**config.mk**
```make
export PLATFORM = sky130hd
export DESIGN_NAME = if_fetch_stage
export DESIGN_NICKNAME = d
export VERILOG_FILES = /design/src/rtl/if_fetch_stage_pkg.sv /design/src/rtl/if_fetch_stage_skid.sv /design/src/rtl/if_fetch_stage.sv
export SDC_FILE = /design/constraint.sdc
export NUM_CORES = 1
export LEC_CHECK = 0
export BUFFER_PORTS_ARGS = -buffer_cell sky130_fd_sc_hd__buf_4
export CORE_MARGIN = 3
export CORE_UTILIZATION = 55
export DETAILED_ROUTE_END_ITERATION = 8
export GPL_TIMING_DRIVEN = 0
export PLACE_DENSITY = 0.81
export SLEW_MARGIN = 20
export SYNTH_ARGS = -nofsm -noshare
export SYNTH_HDL_FRONTEND = slang
export SYNTH_SLANG_ARGS = --single-unit
export TNS_END_PERCENT = 100
```
**constraint.sdc**
```tcl
create_clock -name clk -period 3.05 [get_ports clk]
set_input_delay 0.915 -clock clk [delete_from_list [all_inputs] [get_ports clk]]
set_output_delay 0.915 -clock clk [all_outputs]
set_load 0.01 [all_outputs]
```
**src/rtl/if_fetch_stage_pkg.sv**
```systemverilog
// -----------------------------------------------------------------------------
// if_fetch_stage_pkg
// Shared definitions for the instruction-fetch stage and the downstream
// pipeline registers: datapath width, reset PC, bubble encoding, PC step,
// fetch FSM state encoding and a saturating counter helper.
// -----------------------------------------------------------------------------
package if_fetch_stage_pkg;

    localparam int          FETCH_DATA_WIDTH = 32;
    localparam logic [31:0] FETCH_RESET_PC   = 32'h0040_0000;
    localparam logic [31:0] FETCH_NOP_INSTR  = 32'h0000_0000;  // sll $0,$0,0
    localparam int          FETCH_PC_STEP    = 4;

    typedef enum logic [1:0] {
        S_BOOT = 2'd0,
        S_REQ  = 2'd1,
        S_HOLD = 2'd2
    } fetchState_e;

    // Increment that sticks at all-ones instead of wrapping.
    function automatic logic [31:0] satInc32(input logic [31:0] value);
        logic [31:0] result;
        if (value == 32'hFFFF_FFFF) begin
            result = value;
        end else begin
            result = value + 32'd1;
        end
        return result;
    endfunction

endpackage

```
**src/rtl/if_fetch_stage_skid.sv**
```systemverilog
// -----------------------------------------------------------------------------
// if_skid_buffer
// One-entry {instr, pcplus4} holding register used when an instruction
// returns from memory while decode is stalled.
// Ports:
//   clk, reset      clock, asynchronous active-low reset
//   load            capture inInstr/inPcPlus4, mark full
//   drain           entry consumed, mark empty
//   clear           discard the entry (wins over load and drain)
//   full            entry holds a valid instruction
//   outInstr/outPcPlus4  stored entry
// -----------------------------------------------------------------------------
module if_skid_buffer #(
    parameter int DATA_WIDTH = 32
) (
    input  logic                  clk,
    input  logic                  reset,
    input  logic                  load,
    input  logic                  drain,
    input  logic                  clear,
    input  logic [DATA_WIDTH-1:0] inInstr,
    input  logic [DATA_WIDTH-1:0] inPcPlus4,
    output logic                  full,
    output logic [DATA_WIDTH-1:0] outInstr,
    output logic [DATA_WIDTH-1:0] outPcPlus4
);

    logic                  full_r;
    logic [DATA_WIDTH-1:0] instr_r;
    logic [DATA_WIDTH-1:0] pcPlus4_r;

    // Entry storage and occupancy flag.
    always_ff @(posedge clk or negedge reset) begin
        if (!reset) begin
            full_r    <= 1'b0;
            instr_r   <= {DATA_WIDTH{1'b0}};
            pcPlus4_r <= {DATA_WIDTH{1'b0}};
        end else if (clear) begin
            full_r    <= 1'b0;
            instr_r   <= {DATA_WIDTH{1'b0}};
            pcPlus4_r <= {DATA_WIDTH{1'b0}};
        end else if (load) begin
            full_r    <= 1'b1;
            instr_r   <= inInstr;
            pcPlus4_r <= inPcPlus4;
        end else if (drain) begin
            full_r    <= 1'b0;
        end else begin
            full_r    <= full_r;
        end
    end

    assign full       = full_r;
    assign outInstr   = instr_r;
    assign outPcPlus4 = pcPlus4_r;

endmodule

```
**src/rtl/if_fetch_stage.sv**
```systemverilog
// -----------------------------------------------------------------------------
// if_fetch_stage
// Instruction-fetch stage of the 5-stage MIPS pipeline. Owns the PC, fetches
// from instruction memory over a req/ready handshake and drives the IF/ID
// pipeline register. A one-entry skid buffer catches a memory return that
// lands while decode is stalled.
// Ports:
//   clk, reset       clock, asynchronous active-low reset
//   Stall            hold IF/ID and fetch (load-use hazard)
//   Flush            active-low: squash IF/ID, redirect PC to RedirectPC
//   imem_req/addr    fetch request and address (address is the PC)
//   imem_ready/rdata memory return for the current address
//   IF_ID_Instr/PCPlus4/Valid  pipeline register toward decode
//   FetchBusy        request outstanding without a return this cycle
// Optional build macro IF_FETCH_PERF_EN adds saturating counters
//   StallCycles, FlushCount, WaitCycles.
// -----------------------------------------------------------------------------
module if_fetch_stage
    import if_fetch_stage_pkg::*;
#(
    parameter int                    DATA_WIDTH = FETCH_DATA_WIDTH,
    parameter logic [DATA_WIDTH-1:0] RESET_PC   = DATA_WIDTH'(FETCH_RESET_PC),
    parameter logic [DATA_WIDTH-1:0] NOP_INSTR  = DATA_WIDTH'(FETCH_NOP_INSTR),
    parameter int                    PC_STEP    = FETCH_PC_STEP
) (
    input  logic                  clk,
    input  logic                  reset,
    input  logic                  Stall,
    input  logic                  Flush,
    input  logic [DATA_WIDTH-1:0] RedirectPC,
    output logic                  imem_req,
    output logic [DATA_WIDTH-1:0] imem_addr,
    input  logic                  imem_ready,
    input  logic [DATA_WIDTH-1:0] imem_rdata,
    output logic [DATA_WIDTH-1:0] IF_ID_Instr,
    output logic [DATA_WIDTH-1:0] IF_ID_PCPlus4,
    output logic                  IF_ID_Valid,
    output logic                  FetchBusy
`ifdef IF_FETCH_PERF_EN
    ,
    output logic [31:0]           StallCycles,
    output logic [31:0]           FlushCount,
    output logic [31:0]           WaitCycles
`endif
);

    localparam logic [DATA_WIDTH-1:0] STEP = DATA_WIDTH'(PC_STEP);

    fetchState_e           state_r;
    logic                  req_r;
    logic [DATA_WIDTH-1:0] pc_r;
    logic [DATA_WIDTH-1:0] ifIdInstr_r;
    logic [DATA_WIDTH-1:0] ifIdPcPlus4_r;
    logic                  ifIdValid_r;

    logic [DATA_WIDTH-1:0] pcPlusStep_s;
    logic                  skidLoad_s;
    logic                  skidDrain_s;
    logic                  skidClear_s;
    logic                  skidFull_s;
    logic [DATA_WIDTH-1:0] skidInstr_s;
    logic [DATA_WIDTH-1:0] skidPcPlus4_s;

    // Wraps modulo 2^DATA_WIDTH; no alignment check.
    assign pcPlusStep_s = pc_r + STEP;

    // Skid buffer control: fill on a return under stall, empty when decode frees up.
    always_comb begin
        skidLoad_s  = 1'b0;
        skidDrain_s = 1'b0;
        skidClear_s = 1'b0;
        if (!Flush) begin
            skidClear_s = 1'b1;
        end else if ((state_r == S_REQ) && imem_ready && Stall) begin
            skidLoad_s = 1'b1;
        end else if ((state_r == S_HOLD) && !Stall) begin
            skidDrain_s = 1'b1;
        end else begin
            skidLoad_s = 1'b0;
        end
    end

    if_skid_buffer #(
        .DATA_WIDTH (DATA_WIDTH)
    ) u_skid (
        .clk        (clk),
        .reset      (reset),
        .load       (skidLoad_s),
        .drain      (skidDrain_s),
        .clear      (skidClear_s),
        .inInstr    (imem_rdata),
        .inPcPlus4  (pcPlusStep_s),
        .full       (skidFull_s),
        .outInstr   (skidInstr_s),
        .outPcPlus4 (skidPcPlus4_s)
    );

    // Fetch FSM, PC and IF/ID register; flush outranks stall.
    always_ff @(posedge clk or negedge reset) begin
        if (!reset) begin
            state_r       <= S_BOOT;
            req_r         <= 1'b0;
            pc_r          <= RESET_PC;
            ifIdInstr_r   <= NOP_INSTR;
            ifIdPcPlus4_r <= {DATA_WIDTH{1'b0}};
            ifIdValid_r   <= 1'b0;
        end else if (!Flush) begin
            // Any same-cycle memory return is for the squashed path.
            state_r       <= S_REQ;
            req_r         <= 1'b1;
            pc_r          <= RedirectPC;
            ifIdInstr_r   <= NOP_INSTR;
            ifIdPcPlus4_r <= {DATA_WIDTH{1'b0}};
            ifIdValid_r   <= 1'b0;
        end else begin
            case (state_r)
                S_BOOT: begin
                    state_r <= S_REQ;
                    req_r   <= 1'b1;
                end
                S_REQ: begin
                    if (imem_ready) begin
                        pc_r <= pcPlusStep_s;
                        if (Stall) begin
                            // Return parked in the skid buffer; stop requesting.
                            state_r <= S_HOLD;
                            req_r   <= 1'b0;
                        end else begin
                            ifIdInstr_r   <= imem_rdata;
                            ifIdPcPlus4_r <= pcPlusStep_s;
                            ifIdValid_r   <= 1'b1;
                        end
                    end else if (!Stall) begin
                        ifIdInstr_r   <= NOP_INSTR;
                        ifIdPcPlus4_r <= {DATA_WIDTH{1'b0}};
                        ifIdValid_r   <= 1'b0;
                    end else begin
                        ifIdValid_r <= ifIdValid_r;
                    end
                end
                S_HOLD: begin
                    if (!Stall) begin
                        state_r <= S_REQ;
                        req_r   <= 1'b1;
                        if (skidFull_s) begin
                            ifIdInstr_r   <= skidInstr_s;
                            ifIdPcPlus4_r <= skidPcPlus4_s;
                            ifIdValid_r   <= 1'b1;
                        end else begin
                            ifIdInstr_r   <= NOP_INSTR;
                            ifIdPcPlus4_r <= {DATA_WIDTH{1'b0}};
                            ifIdValid_r   <= 1'b0;
                        end
                    end else begin
                        state_r <= S_HOLD;
                    end
                end
                default: begin
                    state_r <= S_BOOT;
                    req_r   <= 1'b0;
                end
            endcase
        end
    end

    assign imem_req      = req_r;
    assign imem_addr     = pc_r;
    assign IF_ID_Instr   = ifIdInstr_r;
    assign IF_ID_PCPlus4 = ifIdPcPlus4_r;
    assign IF_ID_Valid   = ifIdValid_r;
    assign FetchBusy     = (state_r == S_REQ) && !imem_ready;

`ifdef IF_FETCH_PERF_EN
    logic [31:0] stallCycles_r;
    logic [31:0] flushCount_r;
    logic [31:0] waitCycles_r;

    // Saturating event counters for stall, flush and memory-wait cycles.
    always_ff @(posedge clk or negedge reset) begin
        if (!reset) begin
            stallCycles_r <= 32'd0;
            flushCount_r  <= 32'd0;
            waitCycles_r  <= 32'd0;
        end else begin
            if (Stall && Flush) begin
                stallCycles_r <= satInc32(stallCycles_r);
            end
            if (!Flush) begin
                flushCount_r <= satInc32(flushCount_r);
            end
            if ((state_r == S_REQ) && !imem_ready) begin
                waitCycles_r <= satInc32(waitCycles_r);
            end
        end
    end

    assign StallCycles = stallCycles_r;
    assign FlushCount  = flushCount_r;
    assign WaitCycles  = waitCycles_r;
`endif

endmodule

```
==> impl_metrics.prom <==
# TYPE chip_impl_metric gauge
chip_impl_metric{name="synth_edf_count",unit=""} 0
chip_impl_metric{name="number_of_cell_rows",unit=""} 41
chip_impl_metric{name="drv_cap",unit=""} 0
chip_impl_metric{name="floorplan.initialDensity",unit=""} 0.575
chip_impl_metric{name="synth.avg_cell_area",unit="um2"} 10.1
chip_impl_metric{name="route.antenna.remaining_nets",unit=""} 0
chip_impl_metric{name="postSynthCellCount",unit=""} 735
chip_impl_metric{name="cp_max_fo",unit=""} 10
chip_impl_metric{name="grt_overflow",unit=""} 0
chip_impl_metric{name="clock.fmax",unit="GHz"} 0.405
chip_impl_metric{name="finalWorstPathRequiredPeriod",unit="ns"} 2.47
chip_impl_info{name="crit_type",value="reg -> reg"} 1
chip_impl_info{name="cts_tree",value="done"} 1
chip_impl_metric{name="clk_latency",unit="ns"} 0.43
chip_impl_info{name="min_path_type",value="in -> async"} 1
chip_impl_metric{name="post_cts.resized_instances",unit=""} 0
chip_impl_metric{name="fin_setup_tns",unit="ns"} 0
chip_impl_metric{name="crit_arrival",unit="ns"} 2.80
chip_impl_metric{name="initial_antenna_violation_count",unit=""} 0
chip_impl_metric{name="detailed_routing_iteration_count_for_the_pre_antenna_repair_pass",unit=""} 6
chip_impl_metric{name="pin_count_of_the_biggest_net_entering_global_routing",unit=""} 93
chip_impl_metric{name="drt_wl_total",unit="mm"} 20.8
chip_impl_metric{name="die-width",unit="um"} 122
chip_impl_metric{name="final_weighted_congestion_in_routability_driven_placement",unit=""} 0.891
chip_impl_metric{name="worst-r2r-cell-count",unit=""} 8
chip_impl_metric{name="n_antenna_cell",unit=""} 0
chip_impl_info{name="cp-start-kind",value="flip-flop"} 1
chip_impl_metric{name="placed_area",unit="um2"} 8930
chip_impl_info{name="yosys-top-cells-count",value="164 x dfrtp_1, 97 x nand2_1, 88 x o21ai_0, 61 x a22oi_1, 50 x nor2_1"} 1
chip_impl_metric{name="wire_per_inst",unit="um"} 18.8
chip_impl_metric{name="first_global_vias",unit=""} 6533
chip_impl_metric{name="syn_nets",unit=""} 805
chip_impl_metric{name="yosys_warnings",unit=""} 0
chip_impl_metric{name="timing_hold_violations_final",unit=""} 0
chip_impl_metric{name="finalHoldWorstSlack",unit="ns"} 0.456
chip_impl_info{name="worst_r2r_startpoint",value="state_r[0]$_DFFE_PN0P_"} 1
chip_impl_metric{name="async_flop_share",unit=""} 1.00
chip_impl_metric{name="power.leakage",unit="nW"} 4.30
chip_impl_metric{name="placement.io_buffers",unit=""} 165
chip_impl_metric{name="global_route_usage_sum",unit=""} 0.282
chip_impl_metric{name="clockBufferDepth",unit=""} 2
chip_impl_info{name="end_kind",value="flip-flop"} 1
chip_impl_metric{name="holdBufCountCts",unit=""} 0
chip_impl_metric{name="setup-violations-final",unit=""} 0
chip_impl_info{name="synth.top_cells.by_area",value="dfrtp_1 55%, a22oi_1 6.2%, o21ai_0 5.9%"} 1
chip_impl_metric{name="height_of_the_die",unit="um"} 122
chip_impl_metric{name="drive_above_1_share",unit=""} 0.237
chip_impl_metric{name="skew",unit="ns"} 0.00703
chip_impl_info{name="status",value="finished, final reports clean"} 1
chip_impl_info{name="cell_type_with_the_highest_aggregate_area_in_the_netlist",value="dfrtp_1"} 1
chip_impl_metric{name="hpwl",unit="mm"} 14.4
chip_impl_metric{name="clock_sink_count",unit=""} 165
chip_impl_metric{name="power_density",unit="nW/um2"} 593
chip_impl_info{name="crit_end",value="IF_ID_PCPlus4[29]$_DFFE_PN0P_"} 1
chip_impl_metric{name="setup.reg_to_reg.worst_slack",unit="ns"} 0.58
chip_impl_metric{name="post_cts_buffers",unit=""} 0
chip_impl_metric{name="cts_made_buffers",unit=""} 17
chip_impl_metric{name="htree_levels",unit=""} 4
chip_impl_info{name="post-synth-top-count-cell",value="dfrtp_1"} 1
chip_impl_metric{name="die_area",unit="um2"} 15000
chip_impl_metric{name="core_region_area",unit="um2"} 12900
chip_impl_metric{name="finalMaxSlewViolations",unit=""} 0
chip_impl_metric{name="yosysUniqueCellTypes",unit=""} 45
chip_impl_metric{name="synth_largest_type_area_fraction",unit=""} 0.552
chip_impl_info{name="clock-root-buffer",value="clkbuf_16"} 1
chip_impl_info{name="r2r-end",value="IF_ID_PCPlus4[29]$_DFFE_PN0P_"} 1
chip_impl_info{name="yosys_most_used_dff",value="dfrtp_1"} 1
chip_impl_metric{name="min_period_over_period",unit=""} 0.810
chip_impl_metric{name="inst_count_dp",unit=""} 1073
chip_impl_metric{name="layout.nets",unit=""} 990
chip_impl_metric{name="grt_pass1_wl",unit="mm"} 32.7
chip_impl_info{name="rsz0062_at_grt",value="no"} 1
chip_impl_metric{name="area.growth.synth_to_final",unit="%"} 29.3
chip_impl_metric{name="design_area",unit="um2"} 9620
chip_impl_metric{name="max-slew-margin-rel",unit=""} 0.507
chip_impl_metric{name="tightestPinTransition",unit="ns"} 0.737
chip_impl_metric{name="seq_area_frac_synth",unit=""} 0.555
chip_impl_metric{name="num_vias",unit=""} 6655
chip_impl_metric{name="cts.reportedPaths.clkPinSlew",unit="ns"} 0.06
chip_impl_metric{name="irDropWorstVdd",unit="mV"} 0.369
chip_impl_metric{name="pin_count",unit=""} 168
chip_impl_metric{name="viasPerCell",unit=""} 6.03
chip_impl_metric{name="number_of_drc_violations_after_detailed_routing_iteration_0",unit=""} 643
chip_impl_metric{name="layoutNonFillerInstCount",unit=""} 1104
chip_impl_metric{name="worst_ep_required_time",unit="ns"} 3.38
chip_impl_metric{name="number_of_remaining_drc_errors",unit=""} 0
chip_impl_info{name="critical_path_start",value="state_r[0]$_DFFE_PN0P_"} 1
chip_impl_metric{name="ys_seq_elements",unit=""} 165
chip_impl_metric{name="netlist_area",unit="um2"} 7440
[worst max-delay path, cell delays in order, from the launching register on]
cell	delay (ns)
dfrtp_1	0.32
clkbuf_2	0.19
nand2b_1	0.27
a21oi_1	0.11
nor2b_1	0.16
clkbuf_1	0.56
clkbuf_1	0.46
a22oi_1	0.19
o21ai_0	0.12
[per-stage QoR]
stage                     power, mW   util  setup WS, ns
after floorplan                2.85      -         0.822
after global placement         3.21  0.688         0.252
after detailed placement       3.25  0.691         0.231
after CTS                      5.71  0.744         0.628
after global routing           5.89  0.744         0.460
final                          5.70  0.744         0.580
[layout make-up]
cell class	instances	area [um2]
well taps	172	215
flip-flops and latches	165	4130
fillers	914	3310
multi-input cells	509	3060
clock inverters	11	223
plain buffers	59	245
repair buffers	166	1270
clock buffers	20	467
inverters	2	7.51
[flip-flops by register name, indices dropped and copies added (netlist names)]
register and cells:
IF_ID_PCPlus4 32, imem_addr 32, IF_ID_Instr 32, u_skid.outInstr 32
IF_ID_Valid 1, imem_req 1, u_skid.full 1, state_r 2
u_skid.outPcPlus4 32
[kinds of logic (layout without fill, tap and decap cells)]
| kind of cell | Yosys count | after routing | share of synthesized area |
|---|---|---|---|
| and+or+nand+nor | 217 | 217 | 0.143 |
| buffers and inverters | 61 | 258 | 0.0340 |
| DFF | 165 | 165 | 0.555 |
| adders and majority gates | 1 | 1 | 0.00168 |
| xor gates and xnor gates | 57 | 57 | 0.0671 |
| AOI/OAI and AO/OA | 232 | 232 | 0.196 |
| muxes | 2 | 2 | 0.00303 |
[worst min-delay path by stage]
stage                                startpoint                               end  slack, ns
2_1_floorplan  u_skid.outPcPlus4[5]$_DFFE_PN0P_  u_skid.outPcPlus4[5]$_DFFE_PN0P_       0.45
3_5_place_dp        IF_ID_Instr[28]$_DFFE_PN0P_       IF_ID_Instr[28]$_DFFE_PN0P_       0.47
4_1_cts                                   reset       IF_ID_Instr[28]$_DFFE_PN0P_       0.47
3_3_place_gp        IF_ID_Instr[28]$_DFFE_PN0P_       IF_ID_Instr[28]$_DFFE_PN0P_       0.46
6_report                                  reset       IF_ID_Instr[29]$_DFFE_PN0P_       0.46
5_1_grt                                   reset       IF_ID_Instr[29]$_DFFE_PN0P_       0.49
[cell usage in the layout, fill, tap and decap left out, types with 2 or more instances in the layout]
cell type and count:
bufinv_16 6, xor2_1 18, o21ai_1 6, o21ai_0 88, clkbuf_1 49, and4_1 4
buf_1 3, buf_4 165, clkinv_4 4, nor3_2 2, nand4_1 10, nand3_1 11
nor4_1 2, nor4_2 6, a21oi_1 36, clkbuf_16 17, mux2_2 2, clkbuf_8 3
buf_6 2, a22oi_1 61, or3_1 2, inv_1 2, dfrtp_1 164, nor2b_1 2
and2_1 5, nor2_1 50, nand2b_1 2, and3_1 2, buf_2 3, a22o_1 37
xnor2_1 39, nor3_1 13, nand2_1 97
[report_power, final]
part | switching (mW) | total, mW | internal (mW)
Clock | 0.870 | 2.47 | 1.60
Combinational | 0.432 | 0.762 | 0.329
Sequential | 0.139 | 2.47 | 2.33
Total | 1.44 | 5.70 | 4.26
[routing by layer]
metal	routed length [um]	GRT usage
met5	0	0
met4	487	0.113
met3	1580	0.0502
met2	10400	0.470
met1	8330	0.368
Note: power is estimated with default switching activity, not from simulation.
